[config.mk]
export PLATFORM = sky130hd
export DESIGN_NAME = pipeline_hazard_ctrl_flat
export DESIGN_NICKNAME = d
export VERILOG_FILES = /design/src/rtl/pipeline_hazard_ctrl_pkg.sv /design/src/rtl/pipeline_hazard_ctrl_if.sv /design/src/rtl/pipeline_hazard_ctrl_loaduse_det.sv /design/src/rtl/pipeline_hazard_ctrl.sv /design/src/flat_wrapper.sv
export SDC_FILE = /design/constraint.sdc
export NUM_CORES = 1
export LEC_CHECK = 0
export BUFFER_PORTS_ARGS = -buffer_cell sky130_fd_sc_hd__buf_2
export CELL_PAD_IN_SITES_DETAIL_PLACEMENT = 1
export CELL_PAD_IN_SITES_GLOBAL_PLACEMENT = 1
export CORE_MARGIN = 2
export CORE_UTILIZATION = 37
export DETAILED_ROUTE_END_ITERATION = 8
export PLACE_DENSITY_LB_ADDON = 0.1
export REMOVE_ABC_BUFFERS = 1
export SETUP_SLACK_MARGIN = 0.15
export SLEW_MARGIN = 20
export SYNTH_ARGS = -nofsm -noshare
export SYNTH_HDL_FRONTEND = slang
export SYNTH_SLANG_ARGS = --single-unit
[constraint.sdc]
create_clock -name clock -period 2.5 [get_ports clock]
set_input_delay 0.375 -clock clock [delete_from_list [all_inputs] [get_ports clock]]
set_output_delay 0.375 -clock clock [all_outputs]
set_load 0.005 [all_outputs]
[src/rtl/pipeline_hazard_ctrl_pkg.sv]
// Shared encodings for the pipeline hazard controller: FSM states, forwarding
// selects, the register-zero constant and the packed control-output bundle.
package hazard_pkg;

  localparam logic [1:0] ST_RUN      = 2'b00;
  localparam logic [1:0] ST_MEM_WAIT = 2'b01;
  localparam logic [1:0] ST_FLUSH    = 2'b10;

  localparam logic [1:0] FW_NONE  = 2'b00;
  localparam logic [1:0] FW_EXMEM = 2'b10;
  localparam logic [1:0] FW_MEMWB = 2'b01;

  localparam logic [4:0] REG_ZERO = 5'd0;

  typedef struct packed {
    logic pc_write;
    logic ifid_write;
    logic ifid_flush;
    logic idex_bubble;
    logic pipe_hold;
  } hazard_ctl_t;

  localparam hazard_ctl_t CTL_RUN   = 5'b11000;
  localparam hazard_ctl_t CTL_HOLD  = 5'b00001;
  localparam hazard_ctl_t CTL_FLUSH = 5'b11110;
  localparam hazard_ctl_t CTL_LU    = 5'b00010;
  localparam hazard_ctl_t CTL_RESET = 5'b00110;

endpackage

[src/rtl/pipeline_hazard_ctrl_if.sv]
// Pipeline-side bundle for the hazard controller: decode/EX/MEM status in,
// pipeline register enables out.
interface pipeline_hazard_ctrl_if;
  // mem_req high means a MEM access is in flight; it completes on the cycle
  // mem_ready is also high. mem_req high with mem_ready low is a wait cycle.
  logic [4:0] id_rs;
  logic [4:0] id_rt;
  logic       ex_mem_read;
  logic [4:0] ex_wr_reg;
  logic       ex_branch_taken;
  logic       mem_req;
  logic       mem_ready;
  logic       pc_write;
  logic       ifid_write;
  logic       ifid_flush;
  logic       idex_bubble;
  logic       pipe_hold;

  modport master (
    output id_rs, id_rt, ex_mem_read, ex_wr_reg, ex_branch_taken, mem_req, mem_ready,
    input  pc_write, ifid_write, ifid_flush, idex_bubble, pipe_hold
  );

  modport slave (
    input  id_rs, id_rt, ex_mem_read, ex_wr_reg, ex_branch_taken, mem_req, mem_ready,
    output pc_write, ifid_write, ifid_flush, idex_bubble, pipe_hold
  );
endinterface

[src/rtl/pipeline_hazard_ctrl_loaduse_det.sv]
// Load-use detector: a load in EX whose destination is read by the
// instruction in ID. Register zero never creates a dependency.
module hazard_loaduse_det
  import hazard_pkg::*;
(
  input  logic [4:0] id_rs,
  input  logic [4:0] id_rt,
  input  logic       ex_mem_read,
  input  logic [4:0] ex_wr_reg,
  output logic       hazard
);

  assign hazard = ex_mem_read && (ex_wr_reg != REG_ZERO) &&
                  ((ex_wr_reg == id_rs) || (ex_wr_reg == id_rt));

endmodule

[src/rtl/pipeline_hazard_ctrl.sv]
// Stall/flush sequencer for the 5-stage pipeline. Define HAZARD_PERF_CNT_EN
// to add the saturating stall_cnt/flush_cnt performance counters.
module pipeline_hazard_ctrl
  import hazard_pkg::*;
#(
  parameter int FLUSH_CYCLES = 1,
  parameter int MEM_TIMEOUT  = 255,
  parameter int TO_W         = 8
) (
  input  logic                   clock,
  input  logic                   reset_n,
  pipeline_hazard_ctrl_if.slave  bus,
  output logic                   mem_timeout,
  output logic [1:0]             ctrl_state
`ifdef HAZARD_PERF_CNT_EN
  ,
  output logic [31:0]            stall_cnt,
  output logic [31:0]            flush_cnt
`endif
);

  localparam int              FC_W    = $clog2(FLUSH_CYCLES + 1);
  localparam logic [TO_W-1:0] TO_LAST = TO_W'(MEM_TIMEOUT - 1);

  logic [1:0]      state, state_nx, resume_st;
  logic [TO_W-1:0] to_cnt, to_nx;
  logic [FC_W-1:0] fl_cnt, fl_nx;
  logic            stall, lu_hit, lu_evt, tmo_set;
  hazard_ctl_t     ctl;

  hazard_loaduse_det u_loaduse (
    .id_rs       (bus.id_rs),
    .id_rt       (bus.id_rt),
    .ex_mem_read (bus.ex_mem_read),
    .ex_wr_reg   (bus.ex_wr_reg),
    .hazard      (lu_hit)
  );

  assign stall = bus.mem_req & ~bus.mem_ready;
  // A flush interrupted by a memory stall resumes with its frozen count.
  assign resume_st = (fl_cnt != '0) ? ST_FLUSH : ST_RUN;

  always_comb begin
    ctl      = CTL_RUN;
    state_nx = state;
    to_nx    = to_cnt;
    fl_nx    = fl_cnt;
    tmo_set  = 1'b0;
    lu_evt   = 1'b0;
    case (state)
      ST_MEM_WAIT: begin
        if (!stall) begin
          state_nx = resume_st;
        end else if (to_cnt == TO_LAST) begin
          tmo_set  = 1'b1;
          state_nx = resume_st;
        end else begin
          ctl   = CTL_HOLD;
          to_nx = to_cnt + 1'b1;
        end
      end
      ST_FLUSH: begin
        if (stall) begin
          ctl      = CTL_HOLD;
          state_nx = ST_MEM_WAIT;
          to_nx    = '0;
        end else begin
          ctl = CTL_FLUSH;
          if (fl_cnt <= FC_W'(1)) begin
            fl_nx    = '0;
            state_nx = ST_RUN;
          end else begin
            fl_nx = fl_cnt - 1'b1;
          end
        end
      end
      default: begin
        state_nx = ST_RUN;
        if (stall) begin
          ctl      = CTL_HOLD;
          state_nx = ST_MEM_WAIT;
          to_nx    = '0;
        end else if (bus.ex_branch_taken) begin
          ctl = CTL_FLUSH;
          if (FLUSH_CYCLES > 1) begin
            state_nx = ST_FLUSH;
            fl_nx    = FC_W'(FLUSH_CYCLES - 1);
          end
        end else if (lu_hit) begin
          ctl    = CTL_LU;
          lu_evt = 1'b1;
        end
      end
    endcase
    // While reset is held the pipeline is kept empty and not advancing.
    if (!reset_n) ctl = CTL_RESET;
  end

  always_ff @(posedge clock or negedge reset_n) begin
    if (!reset_n) begin
      state       <= ST_RUN;
      to_cnt      <= '0;
      fl_cnt      <= '0;
      mem_timeout <= 1'b0;
    end else begin
      state  <= state_nx;
      to_cnt <= to_nx;
      fl_cnt <= fl_nx;
      if (tmo_set) mem_timeout <= 1'b1;
    end
  end

`ifdef HAZARD_PERF_CNT_EN
  always_ff @(posedge clock or negedge reset_n) begin
    if (!reset_n) begin
      stall_cnt <= '0;
      flush_cnt <= '0;
    end else begin
      if ((ctl.pipe_hold || lu_evt) && (stall_cnt != '1)) stall_cnt <= stall_cnt + 1'b1;
      if (ctl.ifid_flush && (flush_cnt != '1)) flush_cnt <= flush_cnt + 1'b1;
    end
  end
`endif

  assign bus.pc_write    = ctl.pc_write;
  assign bus.ifid_write  = ctl.ifid_write;
  assign bus.ifid_flush  = ctl.ifid_flush;
  assign bus.idex_bubble = ctl.idex_bubble;
  assign bus.pipe_hold   = ctl.pipe_hold;
  assign ctrl_state      = state;

endmodule

[src/flat_wrapper.sv]
// flat-port wrapper written by rule: the top's interface ports become plain ports
module pipeline_hazard_ctrl_flat import hazard_pkg::*;
#(
  parameter int FLUSH_CYCLES = 1,
  parameter int MEM_TIMEOUT  = 255,
  parameter int TO_W         = 8
)
  (clock, reset_n, mem_timeout, ctrl_state, bus_id_rs, bus_id_rt, bus_ex_mem_read, bus_ex_wr_reg, bus_ex_branch_taken, bus_mem_req, bus_mem_ready, bus_pc_write, bus_ifid_write, bus_ifid_flush, bus_idex_bubble, bus_pipe_hold);
  pipeline_hazard_ctrl_if bus_i ();
  input  logic clock;
  input  logic reset_n;
  output logic mem_timeout;
  output logic [1:0] ctrl_state;
  input wire logic [$bits(bus_i.id_rs)-1:0] bus_id_rs;
  input wire logic [$bits(bus_i.id_rt)-1:0] bus_id_rt;
  input wire logic [$bits(bus_i.ex_mem_read)-1:0] bus_ex_mem_read;
  input wire logic [$bits(bus_i.ex_wr_reg)-1:0] bus_ex_wr_reg;
  input wire logic [$bits(bus_i.ex_branch_taken)-1:0] bus_ex_branch_taken;
  input wire logic [$bits(bus_i.mem_req)-1:0] bus_mem_req;
  input wire logic [$bits(bus_i.mem_ready)-1:0] bus_mem_ready;
  output wire logic [$bits(bus_i.pc_write)-1:0] bus_pc_write;
  output wire logic [$bits(bus_i.ifid_write)-1:0] bus_ifid_write;
  output wire logic [$bits(bus_i.ifid_flush)-1:0] bus_ifid_flush;
  output wire logic [$bits(bus_i.idex_bubble)-1:0] bus_idex_bubble;
  output wire logic [$bits(bus_i.pipe_hold)-1:0] bus_pipe_hold;
  assign bus_i.id_rs = bus_id_rs;
  assign bus_i.id_rt = bus_id_rt;
  assign bus_i.ex_mem_read = bus_ex_mem_read;
  assign bus_i.ex_wr_reg = bus_ex_wr_reg;
  assign bus_i.ex_branch_taken = bus_ex_branch_taken;
  assign bus_i.mem_req = bus_mem_req;
  assign bus_i.mem_ready = bus_mem_ready;
  assign bus_pc_write = bus_i.pc_write;
  assign bus_ifid_write = bus_i.ifid_write;
  assign bus_ifid_flush = bus_i.ifid_flush;
  assign bus_idex_bubble = bus_i.idex_bubble;
  assign bus_pipe_hold = bus_i.pipe_hold;
  pipeline_hazard_ctrl #(.FLUSH_CYCLES(FLUSH_CYCLES), .MEM_TIMEOUT(MEM_TIMEOUT), .TO_W(TO_W)) u_core (.clock(clock), .reset_n(reset_n), .bus(bus_i), .mem_timeout(mem_timeout), .ctrl_state(ctrl_state));
endmodule
# Word level (Yosys, flattened, before mapping)
# Cells that the tools add are included.
dict set report totals {
  reg_bits 12
  input_bits 21
  output_inout_bits 8
  wordCells 48
}
dict set report classes {
  add_sub_neg 2
  n_lt_le_gt_ge 1
  eq_ne 8
  muxes 23
  bitwise 3
  n_reduce_logical 7
}
# cell n
set op_table {}
lappend op_table {{2-to-1 mux 5 bit} 7}
lappend op_table {{2-to-1 mux 8 bit} 4}
lappend op_table {{equality test 5 bit} 2}
lappend op_table {{2-to-1 mux 2 bit} 5}
lappend op_table {{case mux 5 bit (2 select lines)} 1}
lappend op_table {{adder 8 x 1 -> 8 bit (second input constant)} 1}
lappend op_table {{equality test 8 bit (second input constant)} 1}
lappend op_table {{AND reduction 2 bit} 3}
lappend op_table {{2-to-1 mux 1 bit} 5}
lappend op_table {{nonzero test 5 bit} 1}
lappend op_table {{case mux 2 bit (2 select lines)} 1}
lappend op_table {{!= test 3 x 1 -> 1 bit (second input constant)} 1}
lappend op_table {{!= test 3 bit (second input constant)} 1}
lappend op_table {{equality test 2 x 1 -> 1 bit (second input constant)} 1}
lappend op_table {{equality test 2 bit (second input constant)} 1}
lappend op_table {{logical AND 1 bit} 2}
lappend op_table {{!= test 2 bit (second input constant)} 1}
lappend op_table {{NOT 1 bit} 2}
lappend op_table {{bitwise AND 1 bit} 1}
lappend op_table {{less-or-equal comparator 1 bit (second input constant)} 1}
lappend op_table {{logical OR 1 bit} 1}
lappend op_table {{subtractor 1 bit (second input constant)} 1}

# Logic depth before layout (Yosys ltp)
# Gate-level depths: netlist of the first run.
dict set report depth {
  ltp_word 8
  ltp_mapped 6
  depth_no_buf 6
}

# Cells and area by module
# From an unflattened synthesis of the first run, not the netlist that was laid out.
dict set report unflattened {
  hier_cells 83
  area_unflattened_um2 728.2
}
# module instances cells_per_inst area_per_inst_um2 seq_area_each_um2
set modules_own_cells {}
lappend modules_own_cells {pipeline_hazard_ctrl 1 66 603.1 250.2}
lappend modules_own_cells {hazard_loaduse_det 1 17 125.1 0.0}

# Least setup slack after synthesis of the first run
# Ideal clock, no wire load.
dict set report synth_timing {
  path_kind {reg2out}
  startpoint {register u_core.to_cnt[0]}
  endpoint {output bus_pc_write}
  t_arrival_ps 1426
  required_time_ps 2125
  slack_ps 699
  path_stages_with_launch 7
  path_buffers 1
  path_cell_list {dfrtp_1 inv_1 ha_1 nand3_1 o31ai_4 o211a_1 buf_4}
}
dict set report synth_between {
  elab_chain_len 5
}
# element line_no
set synth_rtl {}
lappend synth_rtl {{start, declared} pipeline_hazard_ctrl.sv:26} ;# logic [TO_W-1:0] to_cnt, to_nx;
lappend synth_rtl {{start signal, assigned} pipeline_hazard_ctrl.sv:107} ;# to_cnt <= to_nx;
lappend synth_rtl {{equality test 8 bit} pipeline_hazard_ctrl.sv:54} ;# end else if (to_cnt == TO_LAST) begin
lappend synth_rtl {{2-to-1 mux 5 bit} pipeline_hazard_ctrl.sv:54}
lappend synth_rtl {{2-to-1 mux 5 bit} pipeline_hazard_ctrl.sv:52} ;# if (!stall) begin
lappend synth_rtl {{case mux 5 bit (2 select lines)} pipeline_hazard_ctrl.sv:50} ;# case (state)
lappend synth_rtl {{2-to-1 mux 5 bit} pipeline_hazard_ctrl.sv:96} ;# if (!reset_n) ctl = CTL_RESET;
lappend synth_rtl {{end, declared} flat_wrapper.sv:21} ;# output wire logic [$bits(bus_i.pc_write)-1:0] bus_pc_write;
# Every way passes these cells.

# Worst setup path after layout of the first run
dict set report layout_timing {
  startpoint {register u_core.to_cnt[0]}
  endpoint {output bus_pipe_hold}
}
dict set report layout_between {
  elab_chain_len 5
}
# element line_no
set layout_rtl {}
lappend layout_rtl {{equality test 8 bit} pipeline_hazard_ctrl.sv:54}
lappend layout_rtl {{2-to-1 mux 5 bit} pipeline_hazard_ctrl.sv:54}
lappend layout_rtl {{2-to-1 mux 5 bit} pipeline_hazard_ctrl.sv:52}
lappend layout_rtl {{case mux 5 bit (2 select lines)} pipeline_hazard_ctrl.sv:50}
lappend layout_rtl {{2-to-1 mux 5 bit} pipeline_hazard_ctrl.sv:96}
lappend layout_rtl {{end, declared} flat_wrapper.sv:25} ;# output wire logic [$bits(bus_i.pipe_hold)-1:0] bus_pipe_hold;
# Every way passes these cells.

==> results of run 1 <==
## critical path, cell delays in order, from the launching register on
cell and delay (ns):
dfrtp_1 0.42, inv_1 0.08, ha_1 0.14, nand3_1 0.19
o31ai_4 0.37, inv_2 0.06, and2_1 0.15, buf_2 0.12
## final cells by class
type	instances	area (µm²)
flip-flops and latches	10	250
clock buffers	3	22.5
fillers	242	982
well taps	27	33.8
repair buffers	29	153
inverters	3	11.3
multi-input cells	66	469
## sequential cells by signal (all words and copies together) (netlist names)
| register | count |
|---|---|
| u_core.to_cnt | 8 |
| u_core.ctrl_state | 1 |
| u_core.mem_timeout | 1 |
## cells in the final DEF, fill, tap and decap left out, types with 2 or more instances in the layout
| master | Yosys | layout |
|---|---|---|
| buf_2 | 0 | 27 |
| xor2_1 | 10 | 10 |
| dfrtp_1 | 10 | 10 |
| nand2_1 | 9 | 9 |
| nand3_1 | 6 | 6 |
| o21ai_0 | 6 | 6 |
| nor2_1 | 4 | 4 |
| or3_1 | 4 | 4 |
| clkbuf_4 | 0 | 3 |
| inv_1 | 2 | 2 |
| nor3_1 | 2 | 2 |
| a21oi_1 | 2 | 2 |
| a21o_2 | 2 | 2 |
| o211ai_1 | 2 | 2 |
| ha_1 | 2 | 2 |
## metal layers
metal / track usage (%) / vias up
met5: 0 / -
met3: 3.68 / 2
met4: 2.86 / 0
met1: 22.0 / 343
li1: - / 350
met2: 32.4 / 25
## Yosys cell counts, drive strengths merged
cell type / n
and2: 1
a21o: 3
a31o: 1
o211ai: 3
buf: 2
nand3: 6
nor3: 2
or4: 1
conb: 1
or3: 5
a22oi: 1
and2b: 1
o311ai: 1
dfrtp: 10
inv: 3
o21ai: 6
nand2b: 1
xnor2: 1
o211a: 1
o31ai: 1
nand2: 9
xor2: 10
nor3b: 1
nor2: 4
ha: 2
o21bai: 1
nand4: 1
a21oi: 2
## power by group through the flow
stage / clock (mW) / combinational [mW] / sequential [mW]
5_1_grt: 0.125 / 0.0901 / 0.193
3_3_place_gp: 0 / 0.0749 / 0.192
2_1_floorplan: 0 / 0.0393 / 0.189
4_1_cts: 0.112 / 0.0784 / 0.191
6_report: 0.109 / 0.0776 / 0.190
3_5_place_dp: 0 / 0.0766 / 0.194
## worst paths after layout
kind / from / end / slack, ns
max reg2reg: u_core.to_cnt[0] / u_core.to_cnt[2] / 0.81
max: u_core.to_cnt[0] / bus_pipe_hold / 0.33
min reg2reg: u_core.mem_timeout / u_core.mem_timeout / 0.48
min: u_core.mem_timeout / u_core.mem_timeout / 0.48
max in group asynchronous: reset_n / u_core.ctrl_state[0] / 1.71
min in group asynchronous: reset_n / u_core.to_cnt[6] / 0.55
## what timing repair did
item / CTS / global route
hold endpoints to repair: 5 / 0
endpoints found under the setup margin: 0 / 3
setup buffers: 0 / 1
hold buffers: 1 / 0
## metrics by stage
stage               utilization [%]  power, mW  cells
floorplan                         -      0.228     79
global route                   48.9      0.407    138
global placement               46.8      0.267    133
finish                         48.9      0.377    138
CTS                            48.5      0.381    137
detailed placement             46.8      0.270    133
## cell families after synthesis
| kind of cell | after synthesis |
|---|---|
| xor gates and xnor gates | 11 |
| and+or+nand+nor | 32 |
| adders and majority gates | 2 |
| buffers and inverters | 5 |
| DFF | 10 |
| other | 1 |
| AOI/OAI and AO/OA | 20 |
==> results.yml, run 1 <==
flow_run:
  drv_cap: 0
yosys:
  yosysTopAreaCellShare_pct: 33.6
  ys_top_cells_by_area: "dfrtp_1 34%, xor2_1 12%, nand2_1 4.5%, nand3_1 4.0%, o21ai_0 4.0%"
  ys_ff_latch: 10
  yosysWarningCount: 0
  synth_top_cell_by_area: "dfrtp_1"
  synth-xor-area-share_pct: 12.9
  synth-adder-area-share_pct: 3.36
  synth_compound_area_share_pct: 22.1
  ys_seq_area_share_pct: 33.6
  synthSimpleGateAreaFrac_pct: 24.0
  synthCells: 81
  yosys-mux-area-fraction_pct: 0
  syn_area_um2: 746
  synth.avg_cell_area_um2: 9.21
  synth.distinct_cells: 32
  synth_top_family_by_area: "simple AND/OR/NAND/NOR gates"
die:
  num_rows: 16
  coreArea_um2: 1920
  io-pin-count: 29
  start_util_pct: 38.8
  chipWidth_um: 48.9
  fp.dieArea_um2: 2390
  die_h_um: 48.9
clocking:
  cts_root_buffer: "clkbuf_4"
  cts_max_level: 1
  cts_tree: "done"
  clk_latency_ns: 0.26
  clk_pin_slew_worst_paths_ns: 0.07
  cts_resized: 0
  clock_sinks: 10
  clockBufferDepth: 2
  cts_made_buffers: 3
global_route:
  grt_pass1_vias: 768
  overflow: 0
  grt_first_pass_wirelength_um: 3390
  grt_usage_pct: 17.9
  antenna_found_initial: 0
  grt_start_max_net_pins: 15
power:
  clkPwrFrac_pct: 29.0
  ir_drop_mv: 0.183
  intPower_mw: 0.265
  total_leakage_power_nw: 0.462
  swShare_pct: 29.7
  seq_power_share_pct: 50.4
  p_sw_mw: 0.112
  comb_power_share_pct: 20.6
  powerDensity_nw_per_um2: 401
final_layout:
  fin_area_um2: 940
  antenna_cells: 0
  nNetsFinal: 136
  syn_to_final_growth_pct: 26.0
  drive_above_1_share_pct: 36.0
timing:
  final_hold_viol_count: 0
  finalSetupViolations: 0
  rsz0062_at_grt: "false"
  fin_skew_ns: 0.00572
  holdWs_ns: 0.485
  post-route-period-util_pct: 86.7
  fmax_ghz: 0.461
  worst_slack_ns: 0.332
  report.final.slew_viol_count: 0
  fin_crit_ns: 2.17
  finalSetupTns_ns: 0
worst_setup_path:
  end_kind: "primary output"
  startpoint_type: "flop"
  cp.arrival_ns: 1.79
  crit_path_max_fanout: 5
  reg2reg_depth: 7
  critPathKind: "reg -> out"
  crit_required_ns: 2.12
drt:
  top_layer_used: "met4"
  num_vias: 720
  ant_nets: 0
  wl_met2_um: 945
  drtIter0Drc: 11
  first_pass_iters: 4
  routedWlPerCell_um: 13.0
  wl_met3_um: 103
  viasPerCell: 5.22
  m1WireLength_um: 737
  drc_errors: 0
  drt_wl_total_um: 1800
worst_hold_path:
  hold_depth: 1
  hp-class: "reg -> reg"
place:
  portBuffers: 27
  gp_congestion: 0.738
  dp_hpwl_um: 1450
  dp_slack_ns: 0.480
  post_dp_cell_area_um2: 900
run_status:
  status: "completed"
Power figures use the tool's default switching activity.
==> run 2: changes to the inputs <==
--- a/config.mk
+++ b/config.mk
@@ -5,14 +5,15 @@
 export SDC_FILE = /design/constraint.sdc
 export NUM_CORES = 1
 export LEC_CHECK = 0
+export ABC_AREA = 1
 export BUFFER_PORTS_ARGS = -buffer_cell sky130_fd_sc_hd__buf_2
 export CELL_PAD_IN_SITES_DETAIL_PLACEMENT = 1
 export CELL_PAD_IN_SITES_GLOBAL_PLACEMENT = 1
+export CORE_ASPECT_RATIO = 1.25
 export CORE_MARGIN = 2
-export CORE_UTILIZATION = 37
+export CORE_UTILIZATION = 35
 export DETAILED_ROUTE_END_ITERATION = 8
 export PLACE_DENSITY_LB_ADDON = 0.1
-export REMOVE_ABC_BUFFERS = 1
 export SETUP_SLACK_MARGIN = 0.15
 export SLEW_MARGIN = 20
 export SYNTH_ARGS = -nofsm -noshare
==> results.yml, run 2 <==
worst_setup_path:
  cp.arrival_ns: 1.78
  critical-path-top-delay-family: "flip-flops"
  critPathKind: "reg -> out"
  worst_path_largest_cell_delay_ns: 0.37
  r2r-end: "u_core.to_cnt[6]"
  slowest_stage: "dfrtp_1"
  worstPathCellList: "inv_1 > ha_1 > nand2_1 > nor2_2 > a21oi_2 > inv_4 > nand2_2 > nor2_2 > nand2_1 > inv_1 > buf_2"
  reg2reg_depth: 8
  startpoint_type: "flop"
  r2r_setup_slack_ns: 1.03
  end_kind: "primary output"
  crit_path_max_fanout: 12
  r2r-start: "u_core.to_cnt[0]"
  cp_num_buf_inv: 4
  crit_required_ns: 2.12
yosys:
  ys_top_cells_by_area: "dfrtp_1 31%, nand2_1 17%, inv_1 11%, nand3_1 7.4%, nor2_1 4.6%"
  ys_ff_latch: 10
  synth.distinct_cells: 22
  synth_fp_nets: 149
  synthCells: 126
  yosysTopAreaCellShare_pct: 30.9
  synth.avg_cell_area_um2: 6.43
  synthTopCellsByCount: "36 x nand2_1, 23 x inv_1, 12 x nand3_1"
  synthFlopType: "dfrtp_1"
  synth_edf_count: 0
  syn_area_um2: 811
  synthArstFlopShare_pct: 100
  synth_most_common_cell: "nand2_1"
  synth_top_cell_by_area: "dfrtp_1"
  ys_seq_area_share_pct: 30.9
  yosysWarningCount: 0
place:
  gp_congestion: 0.801
  dp_hpwl_um: 1780
  post_dp_cell_area_um2: 958
  portBuffers: 27
timing:
  rsz0062_at_grt: "false"
  fin_skew_ns: 0.00396
  holdWs_ns: 0.439
  post-route-period-util_pct: 86.2
  final_hold_viol_count: 0
  finalSetupTns_ns: 0
  fmax_ghz: 0.464
  fin_crit_ns: 2.16
  report.final.slew_viol_count: 0
  finalSetupViolations: 0
clocking:
  cts_made_buffers: 3
  clk_latency_ns: 0.27
  cts_tree: "done"
  clk_pin_slew_worst_paths_ns: 0.07
  cts_root_buffer: "clkbuf_4"
  clockBufferDepth: 2
  clock_sinks: 10
  cts_max_level: 1
power:
  total_leakage_power_nw: 0.560
  seq_power_share_pct: 42.1
  intPower_mw: 0.295
  powerDensity_nw_per_um2: 409
  comb_power_share_pct: 22.0
  p_sw_mw: 0.118
  clkPwrFrac_pct: 35.9
  ir_drop_mv: 0.340
  finalPower_mw: 0.412
  swShare_pct: 28.6
final_layout:
  final_cell_mix: "36 x nand2_1, 27 x buf_2, 23 x inv_1"
  top_register: "u_core.to_cnt"
  fin_area_um2: 1010
  final_common_cell: "nand2_1"
  nNetsFinal: 179
  syn_to_final_growth_pct: 24.5
  antenna_cells: 0
  drive_above_1_share_pct: 25.8
  largest_reg_flops: 8
run_status:
  status: "completed"
die:
  io-pin-count: 29
  chipWidth_um: 47.1
  fp.dieArea_um2: 2720
  coreArea_um2: 2190
  die_h_um: 57.8
  start_util_pct: 37.1
  num_rows: 19
worst_hold_path:
  hold_start: "bus_mem_ready"
  hold_end: "u_core.mem_timeout"
  hold_depth: 4
  hp-class: "in -> reg"
global_route:
  grt_start_max_net_pins: 13
  grt_pass1_vias: 876
  grt_usage_pct: 18.0
  grt_first_pass_wirelength_um: 3520
  antenna_found_initial: 0
  overflow: 0
drt:
  first_pass_iters: 3
  routedWlPerCell_um: 11.4
  num_vias: 862
  wl_met3_um: 82
  ant_nets: 0
  m1WireLength_um: 775
  top_layer_used: "met4"
  viasPerCell: 4.63
  drtIter0Drc: 10
  wl_met2_um: 1210
  drt_wl_total_um: 2120
  drc_errors: 0
flow_run:
  drv_cap: 0
run 2: changes by cell type in the layout (fill, tap and decap cells not counted), sizes merged, moves of 2 or more:
cell / change
xnor2: +2
nand2: +28
xor2: -7
nand3: +6
o211ai: -3
or3: -5
o21ai: +4
nor2: +10
inv: +22
a21o: -3
nor3: -2
run 2: worst max path at each step:
stage / cells after the start / slack, ns / endpoint / start
after detailed placement: 11 / 0.53 / bus_ifid_write / u_core.to_cnt[0]
after global placement: 11 / 0.64 / bus_pc_write / u_core.to_cnt[0]
after floorplan: 11 / 0.81 / bus_pc_write / u_core.to_cnt[0]
after global routing: 11 / 0.18 / bus_ifid_write / u_core.to_cnt[0]
final: 11 / 0.34 / bus_ifid_write / u_core.to_cnt[0]
after CTS: 11 / 0.21 / bus_ifid_write / u_core.to_cnt[0]
run 2: cell families after synthesis:
logic type / synth area share (%)
xor+xnor: 6.48
simple gates: 34.7
buf+inv: 14.8
compound gates: 9.57
flops: 30.9
fa+ha+maj: 3.09
other cells: 0.463
run 2: layer usage:
layer	vias to the layer above	GRT usage (%)
met1	399	16.9
met2	17	35.0
met3	6	2.80
met4	0	8.33
li1	440	-
met5	-	0
run 2: worst reg2reg max path, cell delays in order, from the launching register on:
cell,delay (ns)
dfrtp_1,0.37
inv_1,0.08
ha_1,0.20
nand2_1,0.07
nor2_2,0.05
a21oi_2,0.25
inv_4,0.12
nand2_2,0.13
o22ai_1,0.09
run 2: layout make-up:
| class | instances | area (µm²) |
|---|---|---|
| flip-flops and latches | 10 | 250 |
| clock buffers | 4 | 36.3 |
| well taps | 31 | 38.8 |
| inverters | 25 | 96.3 |
| multi-input cells | 88 | 443 |
| fillers | 318 | 1180 |
| repair buffers | 28 | 145 |
run 2: metrics by stage:
step	utilization (%)	setup slack, ns	instances
3_3_place_gp	43.8	0.638	181
4_1_cts	45.9	0.207	186
2_1_floorplan	-	0.810	126
3_5_place_dp	43.8	0.528	181
6_report	46.2	0.345	186
5_1_grt	46.2	0.184	186
run 2: repair_timing:
item                                    4_1_cts  5_1_grt
hold endpoints to repair                     10        0
gates resized for setup                       0        2
endpoints found under the setup margin        0        2
hold buffers                                  1        0
setup buffers                                 0        0
run 2: power by group through the flow:
stage / logic [mW] / clock network, mW / registers, mW
2_1_floorplan: 0.0520 / 0 / 0.176
3_3_place_gp: 0.0869 / 0 / 0.177
3_5_place_dp: 0.0906 / 0 / 0.177
4_1_cts: 0.0926 / 0.154 / 0.174
5_1_grt: 0.106 / 0.158 / 0.174
6_report: 0.0907 / 0.148 / 0.174
